File: config.mk
export PLATFORM = sky130hd
export DESIGN_NAME = result_collector_flat
export DESIGN_NICKNAME = d
export VERILOG_FILES = /design/src/rtl/result_collector_pkg.sv /design/src/rtl/result_collector_if.sv /design/src/rtl/result_collector_sync_fifo.sv /design/src/rtl/result_collector.sv /design/src/flat_wrapper.sv
export SDC_FILE = /design/constraint.sdc
export NUM_CORES = 2
export LEC_CHECK = 0
export CORE_AREA = 3 3 471 473
export DETAILED_ROUTE_END_ITERATION = 8
export DIE_AREA = 0 0 474 476
export MAX_ROUTING_LAYER = met4
export SETUP_SLACK_MARGIN = 0.5
export SLEW_MARGIN = 20
export SYNTH_ARGS = -nofsm -noshare
export SYNTH_HDL_FRONTEND = slang
export SYNTH_SLANG_ARGS = --single-unit
export TNS_END_PERCENT = 30
File: constraint.sdc
create_clock -name clk -period 15.9 [get_ports clk]
set_input_delay 3.18 -clock clk [delete_from_list [all_inputs] [get_ports clk]]
set_output_delay 3.18 -clock clk [all_outputs]
set_load 0.05 [all_outputs]
File: src/rtl/result_collector_pkg.sv
// Shared widths, FIFO entry layout and FSM encoding for the result collector.
package result_collector_pkg;

  localparam int unsigned ROW_W   = 10;
  localparam int unsigned DATA_W  = 64;
  localparam int unsigned ENTRY_W = ROW_W + 2 * DATA_W;

  typedef enum logic [1:0] {
    StIdle    = 2'd0,
    StCollect = 2'd1,
    StDrain   = 2'd2,
    StDone    = 2'd3
  } state_e;

  typedef struct packed {
    logic [ROW_W-1:0]  row;
    logic [DATA_W-1:0] data1;
    logic [DATA_W-1:0] data2;
  } entry_t;

endpackage

File: src/rtl/result_collector_if.sv
// Ready/valid result stream leaving the collector.
interface result_collector_if;
  import result_collector_pkg::*;

  logic              out_valid;
  logic              out_ready;
  logic [ROW_W-1:0]  out_row;
  logic [DATA_W-1:0] out_data1;
  logic [DATA_W-1:0] out_data2;

  modport master (
    output out_valid,
    output out_row,
    output out_data1,
    output out_data2,
    input  out_ready
  );

  modport slave (
    input  out_valid,
    input  out_row,
    input  out_data1,
    input  out_data2,
    output out_ready
  );

endinterface

File: src/rtl/result_collector_sync_fifo.sv
// First-word-fall-through FIFO; pointers carry one extra bit to tell full from empty.
module sync_fifo #(
  parameter int unsigned WIDTH = 8,
  parameter int unsigned DEPTH = 16
) (
  input  logic             clk,
  input  logic             rst,
  input  logic             push,
  input  logic [WIDTH-1:0] push_data,
  input  logic             pop,
  output logic [WIDTH-1:0] pop_data,
  output logic             empty,
  output logic             full,
  output logic             push_drop
);

  localparam int unsigned AW = $clog2(DEPTH);

  logic [WIDTH-1:0] mem [DEPTH];
  logic [AW:0]      wr_ptr_q, rd_ptr_q;
  logic             do_push, do_pop;

  assign empty = (wr_ptr_q == rd_ptr_q);
  assign full  = (wr_ptr_q[AW] != rd_ptr_q[AW]) && (wr_ptr_q[AW-1:0] == rd_ptr_q[AW-1:0]);

  // A pop frees the slot in the same cycle, so a push into a full FIFO is legal then.
  assign do_pop    = pop && !empty;
  assign do_push   = push && (!full || do_pop);
  assign push_drop = push && !do_push;

  // Head reads as zero when empty so stale storage never leaks out.
  assign pop_data = empty ? '0 : mem[rd_ptr_q[AW-1:0]];

  always_ff @(posedge clk or negedge rst) begin
    if (!rst) begin
      wr_ptr_q <= '0;
      rd_ptr_q <= '0;
    end else begin
      if (do_push) wr_ptr_q <= wr_ptr_q + 1'b1;
      if (do_pop)  rd_ptr_q <= rd_ptr_q + 1'b1;
    end
  end

  always_ff @(posedge clk) begin
    if (do_push) mem[wr_ptr_q[AW-1:0]] <= push_data;
  end

endmodule

File: src/rtl/result_collector.sv
// Collects per-row multiply results into a FIFO and streams them out, tracking pass completion.
module result_collector
  import result_collector_pkg::*;
#(
  parameter int unsigned NUM_ROWS   = 560,
  parameter int unsigned FIFO_DEPTH = 16
) (
  input  logic              clk,
  input  logic              rst,
  input  logic              start,
  input  logic              acc_valid,
  input  logic              acc_zero,
  input  logic [DATA_W-1:0] acc_data1,
  input  logic [DATA_W-1:0] acc_data2,
  result_collector_if.master out_if,
  output logic              done,
  output logic              overflow,
  output logic              proto_err
);

  state_e           state_q, state_d;
  logic [ROW_W-1:0] row_q, row_d, row_inc;
  logic             overflow_q, overflow_d;
  logic             proto_err_q, proto_err_d;

  logic             strobe, push, pop, push_drop;
  logic             fifo_empty, fifo_full;
  entry_t           push_entry, head;
  logic [ENTRY_W-1:0] head_raw;

  assign strobe  = acc_valid | acc_zero;
  assign push    = (state_q == StCollect) && strobe;
  assign pop     = out_if.out_valid && out_if.out_ready;
  assign row_inc = row_q + 1'b1;

  // acc_valid wins when both strobes fire; acc_zero alone yields a zero row.
  assign push_entry.row   = row_q;
  assign push_entry.data1 = acc_valid ? acc_data1 : '0;
  assign push_entry.data2 = acc_valid ? acc_data2 : '0;

  sync_fifo #(
    .WIDTH (ENTRY_W),
    .DEPTH (FIFO_DEPTH)
  ) u_fifo (
    .clk       (clk),
    .rst       (rst),
    .push      (push),
    .push_data (push_entry),
    .pop       (pop),
    .pop_data  (head_raw),
    .empty     (fifo_empty),
    .full      (fifo_full),
    .push_drop (push_drop)
  );

  assign head             = entry_t'(head_raw);
  assign out_if.out_valid = !fifo_empty;
  assign out_if.out_row   = head.row;
  assign out_if.out_data1 = head.data1;
  assign out_if.out_data2 = head.data2;

  always_comb begin
    state_d     = state_q;
    row_d       = row_q;
    overflow_d  = overflow_q;
    proto_err_d = proto_err_q;
    unique case (state_q)
      StIdle, StDone: begin
        if (start) begin
          state_d     = StCollect;
          row_d       = '0;
          overflow_d  = 1'b0;
          proto_err_d = 1'b0;
        end
      end
      StCollect: begin
        if (strobe) begin
          row_d = row_inc;
          if (acc_valid && acc_zero) proto_err_d = 1'b1;
          if (push_drop)             overflow_d  = 1'b1;
          if (row_inc == ROW_W'(NUM_ROWS)) state_d = StDrain;
        end
      end
      StDrain: begin
        if (fifo_empty) state_d = StDone;
      end
      default: state_d = StIdle;
    endcase
  end

  always_ff @(posedge clk or negedge rst) begin
    if (!rst) begin
      state_q     <= StIdle;
      row_q       <= '0;
      overflow_q  <= 1'b0;
      proto_err_q <= 1'b0;
    end else begin
      state_q     <= state_d;
      row_q       <= row_d;
      overflow_q  <= overflow_d;
      proto_err_q <= proto_err_d;
    end
  end

  assign done      = (state_q == StDone);
  assign overflow  = overflow_q;
  assign proto_err = proto_err_q;

endmodule

File: src/flat_wrapper.sv
// flat-port wrapper written by rule: the top's interface ports become plain ports
module result_collector_flat import result_collector_pkg::*;
#(
  parameter int unsigned NUM_ROWS   = 560,
  parameter int unsigned FIFO_DEPTH = 16
)
  (clk, rst, start, acc_valid, acc_zero, acc_data1, acc_data2, done, overflow, proto_err, out_if_out_valid, out_if_out_row, out_if_out_data1, out_if_out_data2, out_if_out_ready);
  result_collector_if out_if_i ();
  input  logic clk;
  input  logic rst;
  input  logic start;
  input  logic acc_valid;
  input  logic acc_zero;
  input  logic [DATA_W-1:0] acc_data1;
  input  logic [DATA_W-1:0] acc_data2;
  output logic done;
  output logic overflow;
  output logic proto_err;
  output wire logic [$bits(out_if_i.out_valid)-1:0] out_if_out_valid;
  output wire logic [$bits(out_if_i.out_row)-1:0] out_if_out_row;
  output wire logic [$bits(out_if_i.out_data1)-1:0] out_if_out_data1;
  output wire logic [$bits(out_if_i.out_data2)-1:0] out_if_out_data2;
  input wire logic [$bits(out_if_i.out_ready)-1:0] out_if_out_ready;
  assign out_if_out_valid = out_if_i.out_valid;
  assign out_if_out_row = out_if_i.out_row;
  assign out_if_out_data1 = out_if_i.out_data1;
  assign out_if_out_data2 = out_if_i.out_data2;
  assign out_if_i.out_ready = out_if_out_ready;
  result_collector #(.NUM_ROWS(NUM_ROWS), .FIFO_DEPTH(FIFO_DEPTH)) u_core (.clk(clk), .rst(rst), .start(start), .acc_valid(acc_valid), .acc_zero(acc_zero), .acc_data1(acc_data1), .acc_data2(acc_data2), .out_if(out_if_i), .done(done), .overflow(overflow), .proto_err(proto_err));
endmodule
==> After elaboration in Yosys (flattened, before gate mapping) <==
Memory sizes are Yosys's and may differ from the RTL's.
Index checks and enable logic that the tools add are counted.
{ "word_totals": {"ff_bits": 24, "latchBits": 0, "ramBits": 2208, "rom_bits": 0, "input_bits": 134, "word_cells": 62, "memories": 1} }
{ "memory_table": {"columns": ["memory", "depth", "word_bits", "rd", "rd_ports_with_merged_regs", "write_ports", "line", "rtl"], "rows": [
  ["u_core.u_fifo.mem", 16, 138, 1, 0, 1, "result_collector_sync_fifo.sv:19", "logic [WIDTH-1:0] mem [DEPTH];"]
]} }
{ "classes": {"add_sub_neg": 3, "multipliers": 0, "div": 0, "order_cmp": 0, "eq_ne": 13, "n_shift": 0, "muxes": 20, "bitwise": 1, "n_reduce_logical": 18} }
{ "ops": {"columns": ["op", "count"], "rows": [
  ["$mux 138", 1],
  ["$mux 64", 2],
  ["$mux 10", 2],
  ["$pmux 10 s2", 1],
  ["$reduce_and 4->1", 3],
  ["$add 10x1->10 const B", 1],
  ["$add 5x1->5 const B", 2],
  ["$eq 10x10->1 const B", 1],
  ["$mux 2", 4],
  ["$logic_and 1x1->1", 7],
  ["$mux 1", 7],
  ["$ne 2x1->1 const B", 3],
  ["$ne 2x2->1 const B", 3],
  ["$pmux 2 s3", 1],
  ["$eq 5x5->1", 1],
  ["$eq 2x2->1 const B", 2],
  ["$eq 4x4->1", 1],
  ["$pmux 1 s2", 2],
  ["$logic_not 1->1", 3],
  ["$reduce_and 3->1", 1],
  ["$eq 2x1->1 const B", 1],
  ["$logic_not 2->1", 1],
  ["$reduce_bool 2->1", 1],
  ["$reduce_or 2->1", 1],
  ["other kinds (3)", 3]
]} }

==> Logic depth before layout (Yosys ltp) <==
{ "depth": {"depth_word": 11, "mapped_depth": 9, "depth_no_buf": 7} }

==> Hierarchy <==
A second synthesis with hierarchy kept.
{ "hier_totals": {"cells_unflattened": 3689, "hier_area_um2": 84921.4} }
{ "by_module_without_submodules": {"columns": ["mod", "n_inst", "cells_per_inst", "area_each_um2", "seq_area_each_um2"], "rows": [
  ["sync_fifo", 1, 3450, 83196.0, 66553.8],
  ["result_collector", 1, 239, 1725.4, 350.3]
]} }

==> Worst setup path before layout <==
No wires, ideal clock.
{ "synth_path": {"kind": "input port to flip-flop", "from": "input acc_valid", "to": "memory u_core.u_fifo.mem[3][0] (netlist bit), enable pin", "t_arrival_ns": 13.135, "setup_slack_ns": 1.960, "stages": 6, "path_cell_list": "nor2_1 -> nor2b_1 -> o31a_1 -> clkbuf_1 -> nand2_1 -> nor3_1"} }
{ "synth_via": {"elab_chain_len": 5} }
{ "synth_rtl": {"columns": ["item", "line", "rtl"], "rows": [
  ["start: declaration", "flat_wrapper.sv:12", "input logic acc_valid;"],
  ["$or 1x1->1", "result_collector.sv:31", "assign strobe = acc_valid | acc_zero;"],
  ["$logic_and 1x1->1", "result_collector.sv:32", "assign push = (state_q == StCollect) && strobe;"],
  ["$logic_and 1x1->1", "result_collector_sync_fifo.sv:28", "assign do_push = push && (!full || do_pop);"],
  ["$mux 1", "result_collector_sync_fifo.sv:45", "if (do_push) mem[wr_ptr_q[AW-1:0]] <= push_data;"],
  ["$mux 1 (not written as such)", "result_collector_sync_fifo.sv:45", null],
  ["end: declaration", "result_collector_sync_fifo.sv:19", null]
]} }
Every way passes these cells.

==> Final worst setup path <==
{ "layout_path": {"from": "register u_core.u_fifo.rd_ptr_q[2]", "to": "output out_if_out_data2[6]"} }
{ "layout_via": {"elab_chain_len": 2, "word_cells_on_any_way": 3, "cone_classes": "1 x eq/ne; 1 x mux; 1 x memory"} }
{ "layout_rtl": {"columns": ["item", "line", "rtl"], "rows": [
  ["start: declaration", "result_collector_sync_fifo.sv:20", "logic [AW:0] wr_ptr_q, rd_ptr_q;"],
  ["start signal: assignment", "result_collector_sync_fifo.sv:40", "if (do_pop) rd_ptr_q <= rd_ptr_q + 1'b1;"],
  ["$mem_v2 16x138 / $eq 5x5->1 (equally long branches)", null, null],
  ["$mux 138 (*)", "result_collector_sync_fifo.sv:32", "assign pop_data = empty ? '0 : mem[rd_ptr_q[AW-1:0]];"],
  ["end: declaration", "flat_wrapper.sv:22", "output wire logic [$bits(out_if_i.out_data2)-1:0] out_if_out_data2;"]
]} }
Every way passes the cells marked *; elsewhere a longest branch is shown, timed or not.

==> metrics.cfg <==
[clocking]
clock_latency_ns=0.86
cts_root_buf=clkbuf_16
post_cts_buffers=0
htree_levels=4
cts.sinks=2232
tritoncts=yes
cts_resized=0
cts_buffers=219
clk_path_buf_depth=3
path_clk_slew_ns=0.06
cts_hold_buf=0

[cells_and_area]
fillers=18100
utilization_pct=45.9
regArea_um2=66900
fin_cells=7214
final_nets=4315
final_common_cell=edfxtp_1
syn_to_final_growth_pct=14.7
drive_above_1_share_pct=23.4
layout_common_cells=edfxtp_1, mux4_2, clkdlybuf4s50_1
multi_input_area_um2=18800

[logic_synthesis]
synth_flop_cell=edfxtp_1
synth_nets=3982
synthArstFlopShare_pct=1.08
synth_xor_area_share_pct=0.151
synth_top_family_by_area=multiplexers
avgSynthCellArea_um2=22.7
synthAdderAreaFrac_pct=0.144
synth.mux.area_fraction_pct=15.9
ys_seq_area_share_pct=76.9
yosysWarnings=0
synth_area_um2=87000
synth_compound_area_share_pct=2.93
yosys_register_bits=2232
synth_cell_types=43
postSynthCellCount=3838
yosys.area_share.simple_pct=2.32
synth_edf_count=2208

[global_routing]
grt_overflow=0
grt_start_max_net_pins=172
grt_pass1_wl_mm=301
grt_pass1_vias=41900
globalRouteTotalUtil_pct=19.0
antenna_found_initial=7

[worst_hold_path]
worstHoldStart=u_core.u_fifo.wr_ptr_q[4]
hold_path.class=reg2reg
hold_end=u_core.u_fifo.wr_ptr_q[4]
min_path_cells=1

[drt]
wl_per_cell_um=29.0
drc_errors=0
drt_iter0_drc=4240
via_count=40600
drt_wl_total_mm=210
ant_nets=0
via_per_inst=5.63
first_pass_iters=8

[sta]
setup_viol=0
setup_tns_ns=0
report.final.hold_viol_count=0
slew_viol_final=0
finalWorstSetupSlack_ns=6.61
rsz0062_at_grt=false
timing.fmax_mhz=108
timing.final.crit_share_pct=58.4
max_slew_margin_pct=26.4
fin_crit_ns=9.29
worstMarginPinSlew_ns=1.10
fin_skew_ns=0.0736

[placed_design]
gp_congestion=0.715
portBuffers=275
place_ws_ns=7.44
dp.cells=6804
hpwlAfterDp_mm=103

[pwr]
power_frac_comb_pct=36.4
p_leak_nw=31.1
p_clk_share_pct=26.6
seq_power_share_pct=37.1
swShare_pct=35.0
netSwitchingPower_w=0.00673
cellInternalPower_w=0.0125
power_density_nw_per_um2=192
vdd_ir_drop_max_v=0.000202
finalPower_w=0.0192

[setup_path]
regToRegSetupSlack_ns=10.25
start_kind=register
worst-r2r-cell-count=7
r2r-start=u_core.u_fifo.rd_ptr_q[2]
crit_arrival_ns=6.11
crit_required_ns=12.72
critPathKind=reg2out
r2r_end=u_core.u_fifo.mem[9][39]
end_kind=primary output
critPathMaxFanout=118

[floorplan]
fp.coreArea_um2=217000
die_area_um2=226000
row_count=171
fp.dieW_um=474
die_h_um=476
ioPinCount=276
initial_core_util_pct=40.0

[run_status]
status=complete, no violations

[run]
maxCapViolCount=0

==> cells by family (layout without fill, tap and decap cells) <==
group           Yosys count  after routing
xor+xnor                 15             15
buf+inv                 244            759
simple gates            332            332
other cells               0              7
flops                  2232           2232
compound gates          312            312
mux                     693            693
fa+ha+maj                10             10
==> critical path: stages, from the launching register on <==
cell	delay, ns
dfrtp_4	1.05
buf_4	0.79
buf_12	0.53
mux4_2	0.37
nor2b_1	0.13
a211oi_1	0.07
a211oi_1	0.86
clkdlybuf4s50_1	0.96
==> stage by stage <==
step	hold WS, ns	cell area, um^2
final	0.528	99800
after global routing	0.570	99800
after CTS	0.534	99800
after detailed placement	0.521	92700
after global placement	0.514	92700
after floorplan	0.498	87000
==> worst max-delay path by stage <==
stage,start,end,slack [ns],depth (start not counted)
2_1_floorplan,acc_valid,u_core.u_fifo.mem[3][0],1.96,6
3_3_place_gp,u_core.u_fifo.rd_ptr_q[0],out_if_out_data1[32],7.44,7
3_5_place_dp,u_core.u_fifo.rd_ptr_q[0],out_if_out_data1[32],7.44,7
4_1_cts,u_core.u_fifo.rd_ptr_q[0],out_if_out_data1[32],6.48,7
5_1_grt,u_core.u_fifo.rd_ptr_q[0],out_if_out_data2[1],6.21,7
6_report,u_core.u_fifo.rd_ptr_q[2],out_if_out_data2[6],6.61,7
==> power by group through the flow <==
stage | registers (W) | logic, W | clock network [W]
after floorplan | 0.00715 | 0.00502 | 0
after global placement | 0.00723 | 0.00712 | 0
after detailed placement | 0.00725 | 0.00712 | 0
after CTS | 0.00713 | 0.00714 | 0.00521
after global routing | 0.00716 | 0.00740 | 0.00545
final | 0.00712 | 0.00699 | 0.00510
==> cells in the mapped netlist, drive strengths merged, types with 5 or more instances <==
library cell / instances / share of area (%)
a211oi: 276 / 2.7
and2: 133 / 0.96
and3: 17 / 0.12
buf: 131 / 1.1
clkbuf: 107 / 0.48
dfrtp: 24 / 0.69
edfxtp: 2208 / 76
ha: 10 / 0.14
inv: 6 / 0.026
mux2i: 140 / 1.6
mux4: 552 / 14
nand2: 11 / 0.047
nand3: 5 / 0.029
nand4: 5 / 0.036
nor2: 10 / 0.046
nor2b: 144 / 1.0
o21ai: 17 / 0.098
o31ai: 6 / 0.052
xnor2: 11 / 0.11
==> area by class of cell <==
class / count / share of cell area (%)
flip-flops and latches: 2232 / 67.1
multi-input cells: 1362 / 18.8
clock buffers: 268 / 5.83
well taps: 2854 / 3.58
repair buffers: 350 / 3.43
clock inverters: 135 / 1.25
inverters: 6 / 0.0226
diodes: 7 / 0.0176
==> layer usage <==
metal,routed length (um),share of wire [%],track usage [%]
met5,0,0,-
met2,101000,48,29.9
met3,12500,6.0,3.26
met4,4250,2.0,4.43
met1,91300,44,26.1
==> state kept, by name (all words and copies together) (netlist names) <==
name,count
u_core.u_fifo.mem,2208
u_core.row_q,10
u_core.u_fifo.rd_ptr_q,5
u_core.u_fifo.wr_ptr_q,5
u_core.state_q,2
u_core.overflow,1
u_core.proto_err,1
Note: power is estimated with default switching activity, not from simulation.
